$ cat src/rtl/match_filter_ctrl_if.sv
// Host serial register bus for the match filter sequencer.
// Signals: serial_strobe (write strobe), serial_addr[6:0], serial_data[31:0].
interface match_filter_ctrl_if;
    logic        serial_strobe;
    logic [6:0]  serial_addr;
    logic [31:0] serial_data;

    modport master (
        output serial_strobe,
        output serial_addr,
        output serial_data
    );

    modport slave (
        input serial_strobe,
        input serial_addr,
        input serial_data
    );
endinterface

$ cat src/rtl/match_filter_ctrl.sv
// Host-side sequencer for the correlating match filter: shadow config bank,
// quiet-window commit into cdata/cstate/cwrite, rxstrobe gating, match debounce.
// Ports: clk, reset (async, active-low), host (serial register bus),
//   rxstrobe_in/out, mf_cdata/mf_cstate/mf_cwrite, mf_valid/mf_match,
//   match_event, match_count, drop_count, commit_busy, debugbus.
// Option macro MFCTRL_DIRTY_ONLY_EN: commit loads only words written since
//   their last load.
module match_filter_ctrl #(
    parameter logic [6:0] BASE_ADDR   = 7'd64,
    parameter int         BUSY_CYCLES = 8,
    parameter int         HOLDOFF     = 16
) (
    input  logic               clk,
    input  logic               reset,
    match_filter_ctrl_if.slave host,
    input  logic               rxstrobe_in,
    output logic               rxstrobe_out,
    output logic [31:0]        mf_cdata,
    output logic [2:0]         mf_cstate,
    output logic               mf_cwrite,
    input  logic               mf_valid,
    input  logic               mf_match,
    output logic               match_event,
    output logic [15:0]        match_count,
    output logic [15:0]        drop_count,
    output logic               commit_busy,
    output logic [15:0]        debugbus
);

    localparam int BW = (BUSY_CYCLES < 256) ? 8 : $clog2(BUSY_CYCLES + 1);
    localparam int HW = (HOLDOFF < 256) ? 8 : $clog2(HOLDOFF + 1);

    typedef enum logic [1:0] {
        IDLE       = 2'd0,
        WAIT_QUIET = 2'd1,
        LOAD       = 2'd2,
        DONE       = 2'd3
    } state_t;

    state_t        state;
    logic [2:0]    idx;
    logic          pending;
    logic          enable;
    logic [BW-1:0] busy_cnt;
    logic [HW-1:0] holdoff;
    logic [31:0]   shadow [8];

    logic [6:0]    off;
    logic          wr_shadow;
    logic          wr_ctrl;
    logic [2:0]    wr_idx;
    logic          commit;
    logic          clr;
    logic          drop;
    logic          hit;
    logic [31:0]   load_data;

    logic [2:0]    first_idx;
    logic [2:0]    next_idx;
    logic          first_ok;
    logic          next_ok;

    // Addresses below BASE wrap to large offsets and fall outside both ranges.
    assign off       = host.serial_addr - BASE_ADDR;
    assign wr_shadow = host.serial_strobe && (off < 7'd8);
    assign wr_ctrl   = host.serial_strobe && (off == 7'd8);
    assign wr_idx    = off[2:0];
    assign commit    = wr_ctrl && host.serial_data[0];
    assign clr       = wr_ctrl && host.serial_data[2];

    assign rxstrobe_out = rxstrobe_in && enable && (state == IDLE);
    assign drop         = rxstrobe_in && !rxstrobe_out;
    assign hit          = mf_valid && mf_match && (holdoff == '0);

    // A host write landing on the word being loaded this cycle is forwarded,
    // so a not-yet-loaded word always goes out with its newest value.
    assign load_data = (wr_shadow && (wr_idx == idx)) ? host.serial_data
                                                      : shadow[idx];

`ifdef MFCTRL_DIRTY_ONLY_EN
    logic [7:0] dirty;
    logic [7:0] wr_bit;
    logic [7:0] avail;
    logic [7:0] done_bit;

    // Descending scan so the lowest qualifying index is the one kept.
    always_comb begin
        wr_bit    = wr_shadow ? (8'd1 << wr_idx) : 8'd0;
        avail     = dirty | wr_bit;
        done_bit  = (state == LOAD) ? (8'd1 << idx) : 8'd0;
        first_idx = 3'd0;
        first_ok  = 1'b0;
        next_idx  = 3'd0;
        next_ok   = 1'b0;
        for (int i = 7; i >= 0; i--) begin
            if (avail[i]) begin
                first_idx = 3'(i);
                first_ok  = 1'b1;
            end
            if (avail[i] && (i > int'(idx))) begin
                next_idx = 3'(i);
                next_ok  = 1'b1;
            end
        end
    end

    always_ff @(posedge clk or negedge reset) begin
        if (!reset) begin
            dirty <= 8'd0;
        end else begin
            dirty <= avail & ~done_bit;
        end
    end
`else
    assign first_idx = 3'd0;
    assign first_ok  = 1'b1;
    assign next_idx  = idx + 3'd1;
    assign next_ok   = (idx != 3'd7);
`endif

    always_ff @(posedge clk or negedge reset) begin
        if (!reset) begin
            for (int i = 0; i < 8; i++) begin
                shadow[i] <= 32'd0;
            end
        end else if (wr_shadow) begin
            shadow[wr_idx] <= host.serial_data;
        end
    end

    always_ff @(posedge clk or negedge reset) begin
        if (!reset) begin
            state       <= IDLE;
            idx         <= 3'd0;
            pending     <= 1'b0;
            commit_busy <= 1'b0;
            mf_cwrite   <= 1'b0;
            mf_cstate   <= 3'd0;
            mf_cdata    <= 32'd0;
        end else begin
            mf_cwrite <= 1'b0;
            unique case (state)
                IDLE: begin
                    if (commit) begin
                        state       <= WAIT_QUIET;
                        commit_busy <= 1'b1;
                    end
                end
                WAIT_QUIET: begin
                    if (commit) pending <= 1'b1;
                    if (busy_cnt == '0) begin
                        if (first_ok) begin
                            state <= LOAD;
                            idx   <= first_idx;
                        end else begin
                            state <= DONE;
                        end
                    end
                end
                LOAD: begin
                    if (commit) pending <= 1'b1;
                    mf_cwrite <= 1'b1;
                    mf_cstate <= idx;
                    mf_cdata  <= load_data;
                    if (next_ok) idx   <= next_idx;
                    else         state <= DONE;
                end
                DONE: begin
                    // A commit arriving in this very cycle merges into pending.
                    if (pending || commit) begin
                        pending <= 1'b0;
                        state   <= WAIT_QUIET;
                    end else begin
                        state       <= IDLE;
                        commit_busy <= 1'b0;
                    end
                end
            endcase
        end
    end

    always_ff @(posedge clk or negedge reset) begin
        if (!reset) begin
            enable      <= 1'b0;
            busy_cnt    <= '0;
            holdoff     <= '0;
            match_event <= 1'b0;
            match_count <= 16'd0;
            drop_count  <= 16'd0;
        end else begin
            if (wr_ctrl) enable <= host.serial_data[1];

            if (rxstrobe_out)         busy_cnt <= BW'(BUSY_CYCLES);
            else if (busy_cnt != '0)  busy_cnt <= busy_cnt - 1'b1;

            if (hit)                                 holdoff <= HW'(HOLDOFF);
            else if (rxstrobe_out && holdoff != '0)  holdoff <= holdoff - 1'b1;

            match_event <= hit;

            if (clr)                                  match_count <= 16'd0;
            else if (hit && match_count != 16'hFFFF)  match_count <= match_count + 16'd1;

            if (clr)                                  drop_count <= 16'd0;
            else if (drop && drop_count != 16'hFFFF)  drop_count <= drop_count + 16'd1;
        end
    end

    assign debugbus = {state, idx, pending, commit_busy, enable, busy_cnt[7:0]};

endmodule

$ cat src/flat_wrapper.sv
// flat-port wrapper written by rule: the top's interface ports become plain ports
module match_filter_ctrl_flat 
#(
    parameter logic [6:0] BASE_ADDR   = 7'd64,
    parameter int         BUSY_CYCLES = 8,
    parameter int         HOLDOFF     = 16
)
  (clk, reset, rxstrobe_in, rxstrobe_out, mf_cdata, mf_cstate, mf_cwrite, mf_valid, mf_match, match_event, match_count, drop_count, commit_busy, debugbus, host_serial_strobe, host_serial_addr, host_serial_data);
  match_filter_ctrl_if host_i ();
  input  logic clk;
  input  logic reset;
  input  logic rxstrobe_in;
  output logic rxstrobe_out;
  output logic [31:0] mf_cdata;
  output logic [2:0] mf_cstate;
  output logic mf_cwrite;
  input  logic mf_valid;
  input  logic mf_match;
  output logic match_event;
  output logic [15:0] match_count;
  output logic [15:0] drop_count;
  output logic commit_busy;
  output logic [15:0] debugbus;
  input wire logic [$bits(host_i.serial_strobe)-1:0] host_serial_strobe;
  input wire logic [$bits(host_i.serial_addr)-1:0] host_serial_addr;
  input wire logic [$bits(host_i.serial_data)-1:0] host_serial_data;
  assign host_i.serial_strobe = host_serial_strobe;
  assign host_i.serial_addr = host_serial_addr;
  assign host_i.serial_data = host_serial_data;
  match_filter_ctrl #(.BASE_ADDR(BASE_ADDR), .BUSY_CYCLES(BUSY_CYCLES), .HOLDOFF(HOLDOFF)) u_core (.clk(clk), .reset(reset), .host(host_i), .rxstrobe_in(rxstrobe_in), .rxstrobe_out(rxstrobe_out), .mf_cdata(mf_cdata), .mf_cstate(mf_cstate), .mf_cwrite(mf_cwrite), .mf_valid(mf_valid), .mf_match(mf_match), .match_event(match_event), .match_count(match_count), .drop_count(drop_count), .commit_busy(commit_busy), .debugbus(debugbus));
endmodule
$ cat config.mk
export PLATFORM = sky130hd
export DESIGN_NAME = match_filter_ctrl_flat
export DESIGN_NICKNAME = d
export VERILOG_FILES = /design/src/rtl/match_filter_ctrl_if.sv /design/src/rtl/match_filter_ctrl.sv /design/src/flat_wrapper.sv
export SDC_FILE = /design/constraint.sdc
export NUM_CORES = 1
export LEC_CHECK = 0
export BUFFER_PORTS_ARGS = -buffer_cell sky130_fd_sc_hd__buf_2
export CORE_UTILIZATION = 25
export CTS_BUF_LIST = sky130_fd_sc_hd__clkbuf_4 sky130_fd_sc_hd__clkbuf_8 sky130_fd_sc_hd__clkbuf_16
export DETAILED_ROUTE_END_ITERATION = 6
export PLACE_DENSITY = 0.44
export SLEW_MARGIN = 15
export SYNTH_ARGS = -nofsm -noshare
export SYNTH_HDL_FRONTEND = slang
export SYNTH_SLANG_ARGS = --single-unit
$ cat constraint.sdc
create_clock -name clk -period 2.54 [get_ports clk]
set_clock_uncertainty 0.2 [all_clocks]
set_input_delay 0.508 -clock clk [delete_from_list [all_inputs] [get_ports clk]]
set_output_delay 0.508 -clock clk [all_outputs]
set_load 0.02 [all_outputs]
==> impl_metrics.csv <==
group,metric,value,unit
power,sw_frac_of_total,30.6,%
global_routing,gr-total-overflow,0,
setup_path,cpMaxStageDelayCell,"or4_1",
synth,ys.flop_type,"dfrtp_1",
clock_network,h-tree-depth,2,
finish,diodes,0,
synth,synth_compound_area_share,5.28,%
power,powerDensity,865,mW/mm²
global_routing,grt_pass1_vias,10800,
synth,async_flop_share,100,%
power,p_leak,9.27,nW
synth,ys_types,57,
finish,drive_gt1_share,50.2,%
finish,nets,1368,
setup_path,crit_fanout,8,
global_routing,use_met1,18.6,%
route,viasPerCell,4.70,
sta,setup_ws,0.0213,ns
die,die_area,0.0656,mm²
setup_path,path_cells,"inv_2, ha_4, or4b_4, or4_4, or4_1, a21oi_1",
sta,worstMarginPinSlew,0.644,ns
die,io_pins,132,
route,wl,43600,µm
setup_path,path_class,"register to register",
power,seqPwrFrac,40.2,%
job,maxCapViolations,0,
finish,mostFrequentLayoutCell,"dfrtp_1",
setup_path,crit_path_end_kind,"register",
sta,fmax,0.397,GHz
synth,synth-edff-count,0,
die,dieHeight,256,µm
finish,layout_common_cells,"dfrtp_1, mux2_2, buf_2",
placement,placed_cells,2112,
clock_network,clk_path_buf_depth,3,
finish,fillers,6288,
setup_path,cp_data_arrival_time,2.80,ns
sta,rsz0062_at_grt,"yes",
die,floorplan.initialDensity,25.4,%
power,power.switching,0.00529,W
route,ant_nets,0,
die,core_area,0.0634,mm²
sta,hold_viol_final,0,
sta,setup_viol,0,
power,power.share.combinational,25.3,%
die,die_w,256,µm
sta,final.period_utilization,99.2,%
clock_network,clock_latency,0.55,ns
min_path,min-delay-path-class,"input pin to register",
setup_path,crit_buf_inv,1,
synth,muxShareOfSynthArea,30.0,%
finish,syn_to_final_growth,23.7,%
clock_network,path_clk_slew,0.06,ns
synth,synth_xor_xnor_area_share,0.597,%
global_routing,grtUsageMet2,21.7,%
synth,synth_nets,1188,
global_routing,grt_pass1_wl,68600,µm
power,cell_internal_pwr,0.0120,W
synth,synthCells,1131,
global_routing,antenna_found_initial,2,
die,rows,92,
synth,synth.avg_cell_area,14.3,µm²
finish,final_cells,2183,
global_routing,gr-usage-met3,2.55,%
setup_path,startpoint_type,"register",
setup_path,critPathRequiredTime,2.82,ns
synth,synthSimpleGateAreaFrac,6.89,%
global_routing,grt.total_usage,13.4,%
global_routing,busiest_layer,"met2",
synth,synth_top_family_by_area,"multiplexers",
clock_network,cts_root_buf,"clkbuf_16",
setup_path,cp_top_family,"simple AND/OR/NAND/NOR gates",
clock_network,clock-sinks,349,
synth,syn_area,0.0161,mm²
sta,hold_ws,0.0824,ns
route,drt-initial-drc-count,383,
route,avgRoutedWirePerCell,20.0,µm
setup_path,max_stage_delay,0.52,ns
placement,gp_congestion,0.739,
synth,synth_seq_area_share,54.1,%
placement,port_buffers,131,
synth,synth-adder-area-share,0.931,%
synth,yosys_warnings,0,
power,pwr-share-clk,34.5,%
route,drt_pass1_iterations,4,
sta,maxSlewHeadroom,55.9,%
sta,drv_slew,0,
power,ir_worst_vdd,415,µV
finish,fin_util,31.5,%
clock_network,numCtsBuffers,41,
global_routing,grt_max_degree,74,
synth,ys_seq_elements,349,
sta,period_minus_slack,2.52,ns
placement,dp_hpwl,28400,µm
status,status,"finished clean",
route,route.vias.total,10300,
placement,dp_slack,-0.219,ns
route,drc,0,
clock_network,cts_tree,"built",
[logic make-up (layout without fill, tap and decap cells)]
| family | after synthesis | after routing |
|---|---|---|
| xor+xnor | 11 | 11 |
| flops | 349 | 349 |
| compound gates | 117 | 117 |
| simple gates | 189 | 189 |
| buf+inv | 87 | 293 |
| mux | 366 | 366 |
| fa+ha+maj | 12 | 12 |
[worst register-to-register path, cell delays in order (launching register included)]
cell	delay, ns
dfrtp_1	0.39
inv_2	0.09
ha_4	0.13
or4b_4	0.49
or4_4	0.50
or4_1	0.52
a21oi_1	0.13
[path summary, 6_finish.rpt]
path | start | to | slack [ns] | depth (start not counted)
max in group asynchronous | reset | u_core.shadow[50]$_DFFE_PN0P_ | 0.99 | 4
worst max register to register | u_core.holdoff[1]$_DFFE_PN0P_ | u_core.match_count[11]$_DFFE_PN0P_ | 0.02 | 6
min in group asynchronous | reset | u_core.shadow[230]$_DFFE_PN0P_ | 0.28 | 2
worst min register to register | u_core.shadow[229]$_DFFE_PN0P_ | u_core.shadow[229]$_DFFE_PN0P_ | 0.30 | 1
worst max-delay path | u_core.holdoff[1]$_DFFE_PN0P_ | u_core.match_count[11]$_DFFE_PN0P_ | 0.02 | 6
worst min-delay path | rxstrobe_in | u_core.busy_cnt[3]$_DFFE_PN0P_ | 0.08 | 3
[per-layer routing]
layer  share of wire (%)  wire (µm)
met1                  48      20800
met2                  47      20500
met3                 3.6       1590
met4                 1.5        661
met5               0.032         14
[cell type report]
class / instances / area (µm²) / share of cell area (%)
multi-input cells: 695 / 7180 / 36.0
clock inverters: 11 / 140 / 0.702
inverters: 13 / 48.8 / 0.244
repair buffers: 211 / 1580 / 7.94
flip-flops and latches: 349 / 8740 / 43.8
clock buffers: 58 / 1200 / 6.03
well taps: 846 / 1060 / 5.30
[registers in the layout, summed over array words and instances (netlist names), 2 cells and up]
| name | flops |
|---|---|
| u_core.shadow | 256 |
| u_core.mf_cdata | 32 |
| u_core.drop_count | 16 |
| u_core.match_count | 16 |
| u_core.busy_cnt | 8 |
| u_core.holdoff | 8 |
| u_core.idx | 3 |
| u_core.mf_cstate | 3 |
| u_core.state | 2 |
[power groups by stage]
| stage | Combinational, W | Clock (W) | Sequential, W |
|---|---|---|---|
| 2_1_floorplan | 0.00224 | 0 | 0.00736 |
| 3_3_place_gp | 0.00435 | 0 | 0.00701 |
| 3_5_place_dp | 0.00440 | 0 | 0.00702 |
| 4_1_cts | 0.00447 | 0.00620 | 0.00695 |
| 5_1_grt | 0.00478 | 0.00638 | 0.00706 |
| 6_report | 0.00437 | 0.00595 | 0.00694 |
[synth_stat cells (2+ instances only)]
library cell | instances | area (µm²)
a2111oi_0 | 2 | 17.5
a21boi_0 | 2 | 15.0
a21boi_1 | 2 | 15.0
a21oi_1 | 30 | 150
a221o_1 | 32 | 320
a22o_1 | 2 | 17.5
a31oi_1 | 2 | 12.5
and3_1 | 7 | 43.8
and4_1 | 5 | 43.8
buf_1 | 14 | 52.6
buf_2 | 16 | 80.1
buf_4 | 3 | 22.5
clkbuf_1 | 41 | 154
dfrtp_1 | 349 | 8730
ha_1 | 12 | 150
inv_1 | 12 | 45.0
mux2_2 | 294 | 3310
mux2i_1 | 7 | 70.1
mux4_2 | 64 | 1440
nand2_1 | 26 | 97.6
nand2b_1 | 4 | 25.0
nand3_1 | 21 | 105
nand3b_1 | 2 | 15.0
nand4_1 | 14 | 87.6
nor2_1 | 16 | 60.1
nor2b_1 | 34 | 213
nor3_1 | 10 | 50.1
nor3b_1 | 3 | 22.5
nor4_1 | 12 | 75.1
nor4b_1 | 3 | 26.3
o211ai_1 | 3 | 22.5
o21ai_0 | 18 | 90.1
o31ai_1 | 13 | 97.6
o41ai_1 | 2 | 17.5
or3_1 | 9 | 56.3
or4_1 | 15 | 113
xnor2_1 | 3 | 26.3
xor2_1 | 8 | 70.1
[metrics by stage]
step	instance area, µm²	power [W]	setup TNS [ns]
after floorplan	16200	0.00960	0
after detailed placement	18500	0.0114	-21.53
after global routing	20000	0.0182	-0.0309
after global placement	18500	0.0114	-20.25
final	20000	0.0173	0
after CTS	19900	0.0176	-0.00895
[repair_timing]
item | in CTS | in global routing
gates resized for setup | 7 | 9
pin swaps | 3 | 0
endpoints found under the setup margin | 10 | 6
endpoints found under the hold margin | 39 | 0
setup buffers | 1 | 0
hold buffers | 1 | 0
Power figures use the tool's default switching activity.
